<file path="src/rtl/led_pattern_pkg.sv">
// Shared types for the LED pattern engine: channel modes and the channel-index width helper.
package led_pattern_pkg;

  typedef enum logic [1:0] {
    MODE_OFF    = 2'd0,
    MODE_BLINK  = 2'd1,
    MODE_FOLLOW = 2'd2,
    MODE_PULSE  = 2'd3
  } mode_e;

  function automatic int ch_w(input int n);
    return (n <= 1) ? 1 : $clog2(n);
  endfunction

endpackage

</file>
<file path="src/rtl/led_channel.sv">
// One LED channel: mode/half/cnt/led state machine plus the follow_in synchroniser.
module led_channel
  import led_pattern_pkg::*;
#(
  parameter int CNT_W    = 26,
  parameter int DEF_HALF = 10000000
) (
  input  logic             clk,
  input  logic             rst,
  input  logic             load,
  input  mode_e            mode,
  input  logic [CNT_W-1:0] half,
  input  logic             sync,
  input  logic             follow,
  output logic             led,
  output logic             done
);

  mode_e            mode_q;
  logic [CNT_W-1:0] half_q, cnt_q, cnt_d, eff_half;
  logic             led_q, done_q, meta_q, term;

  always_comb begin
    eff_half = (half_q == '0) ? CNT_W'(1) : half_q;
    term     = (cnt_q == eff_half - CNT_W'(1));
    cnt_d    = cnt_q + CNT_W'(1);
  end

  // In FOLLOW mode led_q doubles as the second synchroniser stage behind meta_q.
  always_ff @(posedge clk) begin
    if (!rst) begin
      mode_q <= MODE_OFF;
      half_q <= CNT_W'(DEF_HALF);
      cnt_q  <= '0;
      led_q  <= 1'b0;
      done_q <= 1'b0;
      meta_q <= 1'b0;
    end else begin
      meta_q <= follow;
      done_q <= 1'b0;
      if (load) begin
        mode_q <= mode;
        half_q <= half;
        cnt_q  <= '0;
        case (mode)
          MODE_OFF:    led_q <= 1'b0;
          MODE_FOLLOW: led_q <= meta_q;
          default:     led_q <= 1'b1;
        endcase
      end else begin
        case (mode_q)
          MODE_BLINK: begin
            if (sync) begin
              led_q <= 1'b1;
              cnt_q <= '0;
            end else if (term) begin
              led_q <= ~led_q;
              cnt_q <= '0;
            end else begin
              cnt_q <= cnt_d;
            end
          end
          MODE_PULSE: begin
            if (term) begin
              led_q  <= 1'b0;
              cnt_q  <= '0;
              mode_q <= MODE_OFF;
              done_q <= 1'b1;
            end else begin
              cnt_q <= cnt_d;
            end
          end
          MODE_FOLLOW: begin
            led_q <= meta_q;
            cnt_q <= '0;
          end
          default: begin
            led_q <= 1'b0;
            cnt_q <= '0;
          end
        endcase
      end
    end
  end

  assign led  = led_q;
  assign done = done_q;

endmodule

</file>
<file path="src/rtl/led_pattern_engine.sv">
// N-channel LED pattern generator: config decode, ack/err registers and the channel array.
module led_pattern_engine
  import led_pattern_pkg::*;
#(
  parameter  int N_CH     = 3,
  parameter  int CNT_W    = 26,
  parameter  int DEF_HALF = 10000000,
  localparam int CH_W     = ch_w(N_CH)
) (
  input  logic             clk,
  input  logic             rst,
  input  logic             cfg_we,
  input  logic [CH_W-1:0]  cfg_ch,
  input  logic [1:0]       cfg_mode,
  input  logic [CNT_W-1:0] cfg_half,
  output logic             cfg_ack,
  output logic             cfg_err,
  input  logic             sync,
  input  logic [N_CH-1:0]  follow_in,
  output logic [N_CH-1:0]  led,
  output logic [N_CH-1:0]  pulse_done
);

  localparam logic [CH_W:0] N_CH_L = (CH_W+1)'(N_CH);

  logic            ch_ok;
  logic            ack_q, err_q;
  logic [N_CH-1:0] load;

  assign ch_ok = ({1'b0, cfg_ch} < N_CH_L);

  for (genvar g = 0; g < N_CH; g++) begin : g_ch
    assign load[g] = cfg_we && (cfg_ch == CH_W'(g));

    led_channel #(
      .CNT_W    (CNT_W),
      .DEF_HALF (DEF_HALF)
    ) u_ch (
      .clk    (clk),
      .rst    (rst),
      .load   (load[g]),
      .mode   (mode_e'(cfg_mode)),
      .half   (cfg_half),
      .sync   (sync),
      .follow (follow_in[g]),
      .led    (led[g]),
      .done   (pulse_done[g])
    );
  end

  always_ff @(posedge clk) begin
    if (!rst) begin
      ack_q <= 1'b0;
      err_q <= 1'b0;
    end else begin
      ack_q <= cfg_we && ch_ok;
      err_q <= cfg_we && !ch_ok;
    end
  end

  assign cfg_ack = ack_q;
  assign cfg_err = err_q;

endmodule

</file>
<file path="config.mk">
export PLATFORM = sky130hd
export DESIGN_NAME = led_pattern_engine
export DESIGN_NICKNAME = d
export VERILOG_FILES = /design/src/rtl/led_pattern_pkg.sv /design/src/rtl/led_channel.sv /design/src/rtl/led_pattern_engine.sv
export SDC_FILE = /design/constraint.sdc
export NUM_CORES = 1
export LEC_CHECK = 0
export CAP_MARGIN = 30
export CORE_ASPECT_RATIO = 1.75
export CORE_UTILIZATION = 47
export DETAILED_ROUTE_END_ITERATION = 10
export GPL_TIMING_DRIVEN = 0
export HOLD_SLACK_MARGIN = 0.08
export PLACE_DENSITY = 0.72
export SLEW_MARGIN = 5
export SYNTH_ARGS = -nofsm -noshare
export SYNTH_HDL_FRONTEND = slang
export SYNTH_SLANG_ARGS = --single-unit
</file>
<file path="constraint.sdc">
create_clock -name clk -period 5.4 [get_ports clk]
set_input_delay 1.08 -clock clk [delete_from_list [all_inputs] [get_ports clk]]
set_output_delay 1.08 -clock clk [all_outputs]
set_load 0.01 [all_outputs]
</file>
==> metrics.cfg, run 1 <==
[run_status]
status = completed

[setup_path]
required_ns = 5.72
end_kind = flop
critPathMostFrequentCell = buf_6
cpMaxStageDelayCell = a2111oi_0
crit_type = reg -> reg
critPathArrivalTime_ns = 5.28
path_cells = buf_6 -> or4_4 -> or4_1 -> buf_6 -> nor2_4 -> a21oi_1 -> ha_1 -> nor2b_1 -> a2111oi_0 -> o2111ai_1 -> nor4b_2 -> o2111ai_1 -> nor4_2 -> a21oi_2 -> nand2_4 -> buf_6 -> nor2_1
critPathBufInv = 3
cpPeakStageDelay_ns = 0.79
critical_path.top_delay_family = simple AND/OR/NAND/NOR gates
crit_fanout = 10
startpoint_type = flop

[placed_design]
gp_congestion = 0.951
place_worst_setup_slack_ns = 0.153
dp_hpwl_um = 22900
numPortBuffers = 44

[floorplanning]
core_mm2 = 0.0209
io_pins = 45
rows = 70
die_w_um = 112
die-area_mm2 = 0.0219
start_util_pct = 47.9
die_y_um = 195

[route]
first_pass_iters = 5
viasPerCell = 5.74
drt_iter0_markers = 428
drc = 0
finalWirelength_um = 28900
wl_per_cell_um = 18.4
antenna_left = 0
num_vias = 9016

[logic_synthesis]
synthTopCellsByArea = dfxtp_1 (35%), nand2_1 (7.7%), xor2_1 (7.5%), xnor2_1 (6.9%), nor2_1 (5.1%)
syn_area_per_cell_um2 = 8.07
syn-num-nets = 1294
yosysSeqAreaShare_pct = 34.6
synthArstFlopShare_pct = 0
synth_cell_type_count = 88
syn_area_mm2 = 0.0100
synth_seq_cells = 173
synth.largest_area_cell = dfxtp_1
ys.flop_type = dfxtp_1
synth_most_common_cell = nand2_1
synth_edf_count = 0
synth_top_area_share_pct = 34.6
yosysWarnings = 0
synth_commonest_cells = nand2_1 (205), dfxtp_1 (173), nor2_1 (136)
synthCells = 1242

[power]
irDropWorstVdd_uv = 194
leakagePower_uw = 0.00402
p_per_area_mw_per_mm2 = 252

[final_layout]
syn_to_final_growth_pct = 13.5
drive_gt1_share_pct = 6.90
diodes = 0
fin_nets = 1359

[grt]
antenna_found_initial = 0
grt_max_degree = 17
grt_use_total_pct = 27.1
overflow = 0
grt_pass1_wl_um = 45800
first_global_vias = 8886

[clock_network]
cts_buffers = 17
cts_sinks = 173
clock_path_buffers = 2
path_clk_slew_ns = 0.07
cts_tree = done
holdBufCountCts = 0
root_buffer = clkbuf_16
clock_latency_ns = 0.44
ctsHtreeMaxLevel = 4
postCtsSetupRepairBufs = 0

[sta]
worst_pin_slew_ns = 0.876
final_max_slew_viol_count = 0
fin_tns_setup_ns = 0
fin_crit_sh_pct = 91.8
fmax_ghz = 0.202
rsz0062_at_grt = false
fin_crit_ns = 4.96
slew_headroom_pct = 41.5
final-hold-violation-count = 0
fin_ws_ns = 0.444
final.setup_skew_ns = 0.00959
setup_viol = 0

[min_path]
min_path_type = reg -> reg

[flow_run]
maxCapViolCount = 0

[report_power, final]
group | internal, µW | switching, µW
Sequential | 1300 | 41.3
Clock | 687 | 566
Combinational | 116 | 155
[cells in the final DEF, fill, tap and decap left out, types with 31 or more instances in the layout]
master and count:
nand3_1 69, nor2_1 136, clkdlybuf4s50_1 44, and3_1 31, nand2_1 205, dfxtp_1 173
xor2_1 86, a21boi_0 59, xnor2_1 79, clkbuf_1 38
[flip-flops by register name (all words and copies together) (netlist names)]
| register | cells |
|---|---|
| g_ch.u_ch.meta_q | 3 |
| g_ch.u_ch.cnt_q | 78 |
| g_ch.u_ch.mode_q | 6 |
| g_ch.u_ch.led | 3 |
| cfg_ack | 1 |
| g_ch.u_ch.done | 3 |
| cfg_err | 1 |
| g_ch.u_ch.half_q | 78 |
[kinds of logic (layout without fill, tap and decap cells)]
| logic type | Yosys count | after routing | share of synthesized area [%] |
|---|---|---|---|
| simple gates | 617 | 617 | 30.8 |
| flops | 173 | 173 | 34.6 |
| compound gates | 172 | 172 | 12.7 |
| xor+xnor | 166 | 166 | 14.7 |
| buf+inv | 91 | 168 | 4.61 |
| fa+ha+maj | 15 | 15 | 1.87 |
| mux | 8 | 8 | 0.812 |
[final timing paths]
kind | from | endpoint | slack [ns] | cells past startpoint
worst max register to register | g_ch[1].u_ch.half_q[14] | g_ch[1].u_ch.cnt_q[0] | 0.44 | 17
worst min register to register | g_ch[2].u_ch.led | g_ch[2].u_ch.led | 0.49 | 2
worst min-delay path | g_ch[2].u_ch.led | g_ch[2].u_ch.led | 0.49 | 2
worst max-delay path | g_ch[1].u_ch.half_q[14] | g_ch[1].u_ch.cnt_q[0] | 0.44 | 17
[metal layers]
metal,GRT usage [%],wire [µm],vias up
met5,0,0,-
met4,19.6,2130,0
met3,3.45,735,103
met2,51.9,15500,212
met1,26.2,10600,4258
li1,-,-,4443
[repair_timing]
action	in CTS	in global routing
endpoints found under the hold margin	0	0
resized for setup	0	1
setup endpoints to repair	0	20
[worst min-delay path, stage by stage (launching register included)]
cell	delay (ns)
dfxtp_1	0.33
nand2_1	0.06
mux2i_1	0.05
[layout make-up]
class / instances / area, µm²
Inverter: 27 / 101
Buffer: 64 / 360
Fill cell: 2006 / 9560
Clock buffer: 17 / 425
Tap cell: 252 / 315
Clock inverter: 14 / 156
Multi-Input combinational cell: 978 / 6100
Timing Repair Buffer: 46 / 453
Sequential cell: 173 / 3460
[per-stage QoR]
stage	utilization, %	hold slack, ns	total power, µW	cells	cell area, µm²
finish	54.3	0.491	2870	1571	11400
global route	54.3	0.519	2960	1571	11400
CTS	54.3	0.496	2880	1570	11400
detailed placement	51.5	0.485	1640	1539	10800
global placement	51.5	0.480	1630	1538	10800
floorplan	-	0.444	1530	1242	10000
(Power assumes the default switching activity.)
==> inputs of run 2 (changes only) <==
--- a/config.mk
+++ b/config.mk
@@ -6,12 +6,15 @@
 export NUM_CORES = 1
 export LEC_CHECK = 0
 export CAP_MARGIN = 30
+export CELL_PAD_IN_SITES_DETAIL_PLACEMENT = 0
+export CELL_PAD_IN_SITES_GLOBAL_PLACEMENT = 1
 export CORE_ASPECT_RATIO = 1.75
 export CORE_UTILIZATION = 47
+export CTS_BUF_LIST = sky130_fd_sc_hd__clkbuf_8
 export DETAILED_ROUTE_END_ITERATION = 10
 export GPL_TIMING_DRIVEN = 0
 export HOLD_SLACK_MARGIN = 0.08
-export PLACE_DENSITY = 0.72
+export PLACE_DENSITY = 0.89
 export SLEW_MARGIN = 5
 export SYNTH_ARGS = -nofsm -noshare
 export SYNTH_HDL_FRONTEND = slang
==> metrics.cfg, run 2 (same netlist as run 1, synthesis figures left out) <==
[clock_network]
cts_sinks = 173
post_cts_resized = 0
clock_latency_ns = 0.49
ctsHtreeMaxLevel = 4
path_clk_slew_ns = 0.10
cts_buffers = 17
cts_tree = done
root_buffer = clkbuf_8
holdBufCountCts = 0
clock_path_buffers = 2
postCtsSetupRepairBufs = 0

[setup_path]
rr_worst_depth = 16
critPathArrivalTime_ns = 5.48
required_ns = 5.78
crit_fanout = 10
crit_type = reg -> reg
startpoint_type = flop
setup.worst_path.end = g_ch[1].u_ch.cnt_q[24]
crit_start = g_ch[1].u_ch.half_q[20]
r2r_end = g_ch[1].u_ch.cnt_q[24]
r2r_slack_ns = 0.30
end_kind = flop
r2r_start = g_ch[1].u_ch.half_q[20]

[final_layout]
diodes = 0
reg.largest.list = g_ch.u_ch.cnt_q x78, g_ch.u_ch.half_q x78, g_ch.u_ch.mode_q x6
drive_gt1_share_pct = 6.89
seq_area_mm2 = 0.00346
stdcell_count = 1572
multi_input_area_mm2 = 0.00609
n_fill_cell = 2048
fin_nets = 1359
mostFrequentLayoutCell = nand2_1
syn_to_final_growth_pct = 12.2
mostFrequentLayoutCells = nand2_1 (205), dfxtp_1 (173), nor2_1 (136)

[sta]
setup_viol = 0
fmax_ghz = 0.196
fin_crit_sh_pct = 94.5
final_max_slew_viol_count = 0
slew_headroom_pct = 37.8
rsz0062_at_grt = false
worst_pin_slew_ns = 0.931
final.setup_skew_ns = 0.0121
fin_tns_setup_ns = 0
fin_ws_ns = 0.298
final-hold-violation-count = 0
fin_crit_ns = 5.10

[placed_design]
place_worst_setup_slack_ns = 0.490
numPortBuffers = 44
gp_congestion = 1.04
placedCellCount = 1539
dp_hpwl_um = 22500

[floorplanning]
core_mm2 = 0.0209
die_w_um = 112
io_pins = 45
start_util_pct = 47.9
die_y_um = 195
rows = 70
die-area_mm2 = 0.0219

[run_status]
status = completed

[route]
wl_per_cell_um = 18.3
drt_iter0_markers = 426
viasPerCell = 5.72
first_pass_iters = 7
num_vias = 8993
finalWirelength_um = 28700
antenna_left = 0
drc = 0

[grt]
grt_pass1_wl_um = 45700
first_global_vias = 8786
grt_use_total_pct = 27.1
antenna_found_initial = 0
grt_max_degree = 17
overflow = 0

[power]
power_uw = 2650
leakagePower_uw = 0.00395
p_per_area_mw_per_mm2 = 236
irDropWorstVdd_uv = 196

[min_path]
min_path_type = reg -> reg

[flow_run]
maxCapViolCount = 0

[run 2: cell types whose count changed in the layout (fill, tap and decap cells not counted), moves of 2 or more]
cell / previous run / this run
inv_6: 6 / 4
bufinv_16: 2 / 4
clkbuf_8: 3 / 20
clkbuf_16: 17 / 0
[run 2: how the worst min path moves through the flow]
stage / from / endpoint / slack (ns) / cells past startpoint
3_3_place_gp: g_ch[2].u_ch.led / g_ch[2].u_ch.led / 0.48 / 2
5_1_grt: g_ch[2].u_ch.led / g_ch[2].u_ch.led / 0.52 / 2
2_1_floorplan: g_ch[0].u_ch.cnt_q[0] / g_ch[0].u_ch.cnt_q[0] / 0.44 / 1
6_report: g_ch[2].u_ch.led / g_ch[2].u_ch.led / 0.49 / 2
3_5_place_dp: g_ch[2].u_ch.led / g_ch[2].u_ch.led / 0.47 / 2
4_1_cts: g_ch[2].u_ch.led / g_ch[2].u_ch.led / 0.49 / 2
[run 2: power breakdown]
group	leakage, µW	internal, µW	switching [µW]
logic	0.00234	116	157
registers	0.00140	1300	39.3
clock network	0.000212	512	528
[run 2: critical path, stage by stage, from the launching register on]
cell and delay, ns:
dfxtp_1 0.40, or4_1 0.60, or4_1 0.54, buf_6 0.16, nor2_4 0.07, a21oi_1 0.08
ha_1 0.24, nor2b_1 0.25, a2111oi_0 0.78, o2111ai_1 0.28, nor4b_2 0.29, o2111ai_1 0.19
nor4_2 0.46, a21oi_2 0.24, nand2_4 0.20, buf_6 0.16, nor2_1 0.05
[run 2: through the flow]
step	hold WS [ns]	cell area, µm²	utilization, %
2_1_floorplan	0.444	10000	-
3_3_place_gp	0.476	10800	51.5
3_5_place_dp	0.469	10800	51.5
4_1_cts	0.490	11200	53.6
5_1_grt	0.516	11200	53.7
6_report	0.487	11200	53.7
[run 2: area by class of cell]
| class | count | area share [%] |
|---|---|---|
| Inverter | 27 | 0.902 |
| Buffer | 64 | 3.21 |
| Timing Repair Buffer | 46 | 4.08 |
| Clock inverter | 15 | 1.87 |
| Clock buffer | 17 | 2.08 |
| Sequential cell | 173 | 30.8 |
| Tap cell | 252 | 2.81 |
| Multi-Input combinational cell | 978 | 54.2 |
[run 2: metal layers]
| metal | vias to the layer above | GRT usage (%) | wire length [µm] |
|---|---|---|---|
| li1 | 4436 | - | - |
| met1 | 4217 | 27.3 | 10600 |
| met2 | 240 | 50.5 | 15000 |
| met3 | 100 | 3.57 | 1030 |
| met4 | 0 | 19.4 | 2100 |
| met5 | - | 0 | 0 |
==> inputs of run 3 (changes only) <==
--- a/config.mk
+++ b/config.mk
@@ -9,12 +9,12 @@
 export CELL_PAD_IN_SITES_DETAIL_PLACEMENT = 0
 export CELL_PAD_IN_SITES_GLOBAL_PLACEMENT = 1
 export CORE_ASPECT_RATIO = 1.75
-export CORE_UTILIZATION = 47
+export CORE_UTILIZATION = 48
 export CTS_BUF_LIST = sky130_fd_sc_hd__clkbuf_8
 export DETAILED_ROUTE_END_ITERATION = 10
 export GPL_TIMING_DRIVEN = 0
 export HOLD_SLACK_MARGIN = 0.08
-export PLACE_DENSITY = 0.89
+export PLACE_DENSITY = 0.9
 export SLEW_MARGIN = 5
 export SYNTH_ARGS = -nofsm -noshare
 export SYNTH_HDL_FRONTEND = slang
==> metrics.cfg, run 3 (same netlist as run 1, synthesis figures left out) <==
[route]
first_pass_iters = 5
wl_per_cell_um = 18.0
drc = 0
num_vias = 8947
viasPerCell = 5.71
antenna_left = 0
drt_iter0_markers = 390
finalWirelength_um = 28200

[setup_path]
crit_fanout = 10
path_cells = buf_6 -> or4_4 -> or4_1 -> buf_6 -> nor2_4 -> a21oi_1 -> ha_1 -> nor2b_1 -> a2111oi_0 -> o2111ai_1 -> nor4b_2 -> o2111ai_1 -> nor4_2 -> a21oi_2 -> nand2_4 -> buf_6 -> nor2_1
startpoint_type = flop
critPathMostFrequentCell = buf_6
cpPeakStageDelay_ns = 0.87
crit_type = reg -> reg
cpMaxStageDelayCell = a2111oi_0
end_kind = flop
critPathBufInv = 3
required_ns = 5.78
critical_path.top_delay_family = simple AND/OR/NAND/NOR gates
critPathArrivalTime_ns = 5.51

[final_layout]
diodes = 0
reg.largest.list = g_ch.u_ch.cnt_q x78, g_ch.u_ch.half_q x78, g_ch.u_ch.mode_q x6
mostFrequentLayoutCells = nand2_1 (205), dfxtp_1 (173), nor2_1 (136)
stdcell_count = 1568
syn_to_final_growth_pct = 11.7
final_core_util_pct = 54.9
mostFrequentLayoutCell = nand2_1
drive_gt1_share_pct = 6.89
fin_nets = 1359

[placed_design]
placedCellCount = 1535
dp_hpwl_um = 22700
gp_congestion = 1.04
numPortBuffers = 44

[sta]
fin_tns_setup_ns = 0
worst_pin_slew_ns = 0.911
setup_viol = 0
fin_crit_sh_pct = 95.1
final-hold-violation-count = 0
rsz0062_at_grt = false
fin_crit_ns = 5.14
fmax_ghz = 0.195
final_max_slew_viol_count = 0
final.setup_skew_ns = 0.0156
slew_headroom_pct = 37.7

[grt]
first_global_vias = 8638
grt_pass1_wl_um = 45100
grt_max_degree = 20
antenna_found_initial = 0
overflow = 0
grt_use_total_pct = 27.3

[min_path]
min_path_type = reg -> reg

[floorplanning]
start_util_pct = 49.2
die_w_um = 111
rows = 69
core_mm2 = 0.0204
io_pins = 45
die-area_mm2 = 0.0215
die_y_um = 193

[clock_network]
cts_tree = done
holdBufCountCts = 0
ctsHtreeMaxLevel = 4
post_cts_resized = 0
clock_latency_ns = 0.49
clock_path_buffers = 2
cts_buffers = 17
cts_sinks = 173
postCtsSetupRepairBufs = 0
path_clk_slew_ns = 0.11
root_buffer = clkbuf_8

[power]
irDropWorstVdd_uv = 221
leakagePower_uw = 0.00394
p_per_area_mw_per_mm2 = 227
power_uw = 2540

[run_status]
status = completed

[flow_run]
maxCapViolCount = 0

[run 3: changes by cell type in the layout (fill, tap and decap cells not counted)]
| cell | before | now |
|---|---|---|
| clkinv_8 | 0 | 3 |
| clkinv_2 | 1 | 0 |
| clkinv_4 | 1 | 2 |
| buf_2 | 2 | 3 |
| clkinvlp_4 | 4 | 1 |
| inv_6 | 4 | 2 |
| clkdlybuf4s18_2 | 1 | 0 |
| bufinv_16 | 4 | 0 |
| inv_8 | 1 | 7 |
[run 3: worst min-delay path, cell delays in order, from the launching register on]
cell,delay (ns)
dfxtp_1,0.34
nand2_1,0.06
mux2i_1,0.05
[run 3: per-layer routing]
metal	global-route usage, %	wire length (µm)
met1	26.5	10500
met2	52.3	14800
met5	0	0
met4	20.0	2030
met3	4.19	900
[run 3: power breakdown]
| part | total, µW | switching, µW | internal (µW) |
|---|---|---|---|
| sequential | 1340 | 39.7 | 1300 |
| clock | 928 | 574 | 355 |
| combinational | 273 | 157 | 116 |
[run 3: per-stage QoR]
stage	instance area [µm²]	worst slack (ns)	hold WS (ns)
6_report	11200	0.265	0.486
5_1_grt	11200	0.0793	0.534
4_1_cts	11200	0.350	0.495
3_5_place_dp	10800	0.381	0.479
3_3_place_gp	10800	0.374	0.475
2_1_floorplan	10000	1.46	0.444
[run 3: cell type report]
type / instances / area, µm²
buffer: 64 / 360
clock buffer: 17 / 234
clock inverter: 15 / 170
fill: 1989 / 9190
inverter: 27 / 101
multi-input combinational: 978 / 6090
sequential: 173 / 3460
tap: 248 / 310
timing repair buffer: 46 / 453
[run 3: final timing paths]
check | end | cells after the start | slack [ns] | start
min | g_ch[2].u_ch.led | 2 | 0.49 | g_ch[2].u_ch.led
max | g_ch[1].u_ch.cnt_q[19] | 17 | 0.26 | g_ch[1].u_ch.half_q[14]
min reg2reg | g_ch[2].u_ch.led | 2 | 0.49 | g_ch[2].u_ch.led
max reg2reg | g_ch[1].u_ch.cnt_q[19] | 17 | 0.26 | g_ch[1].u_ch.half_q[14]
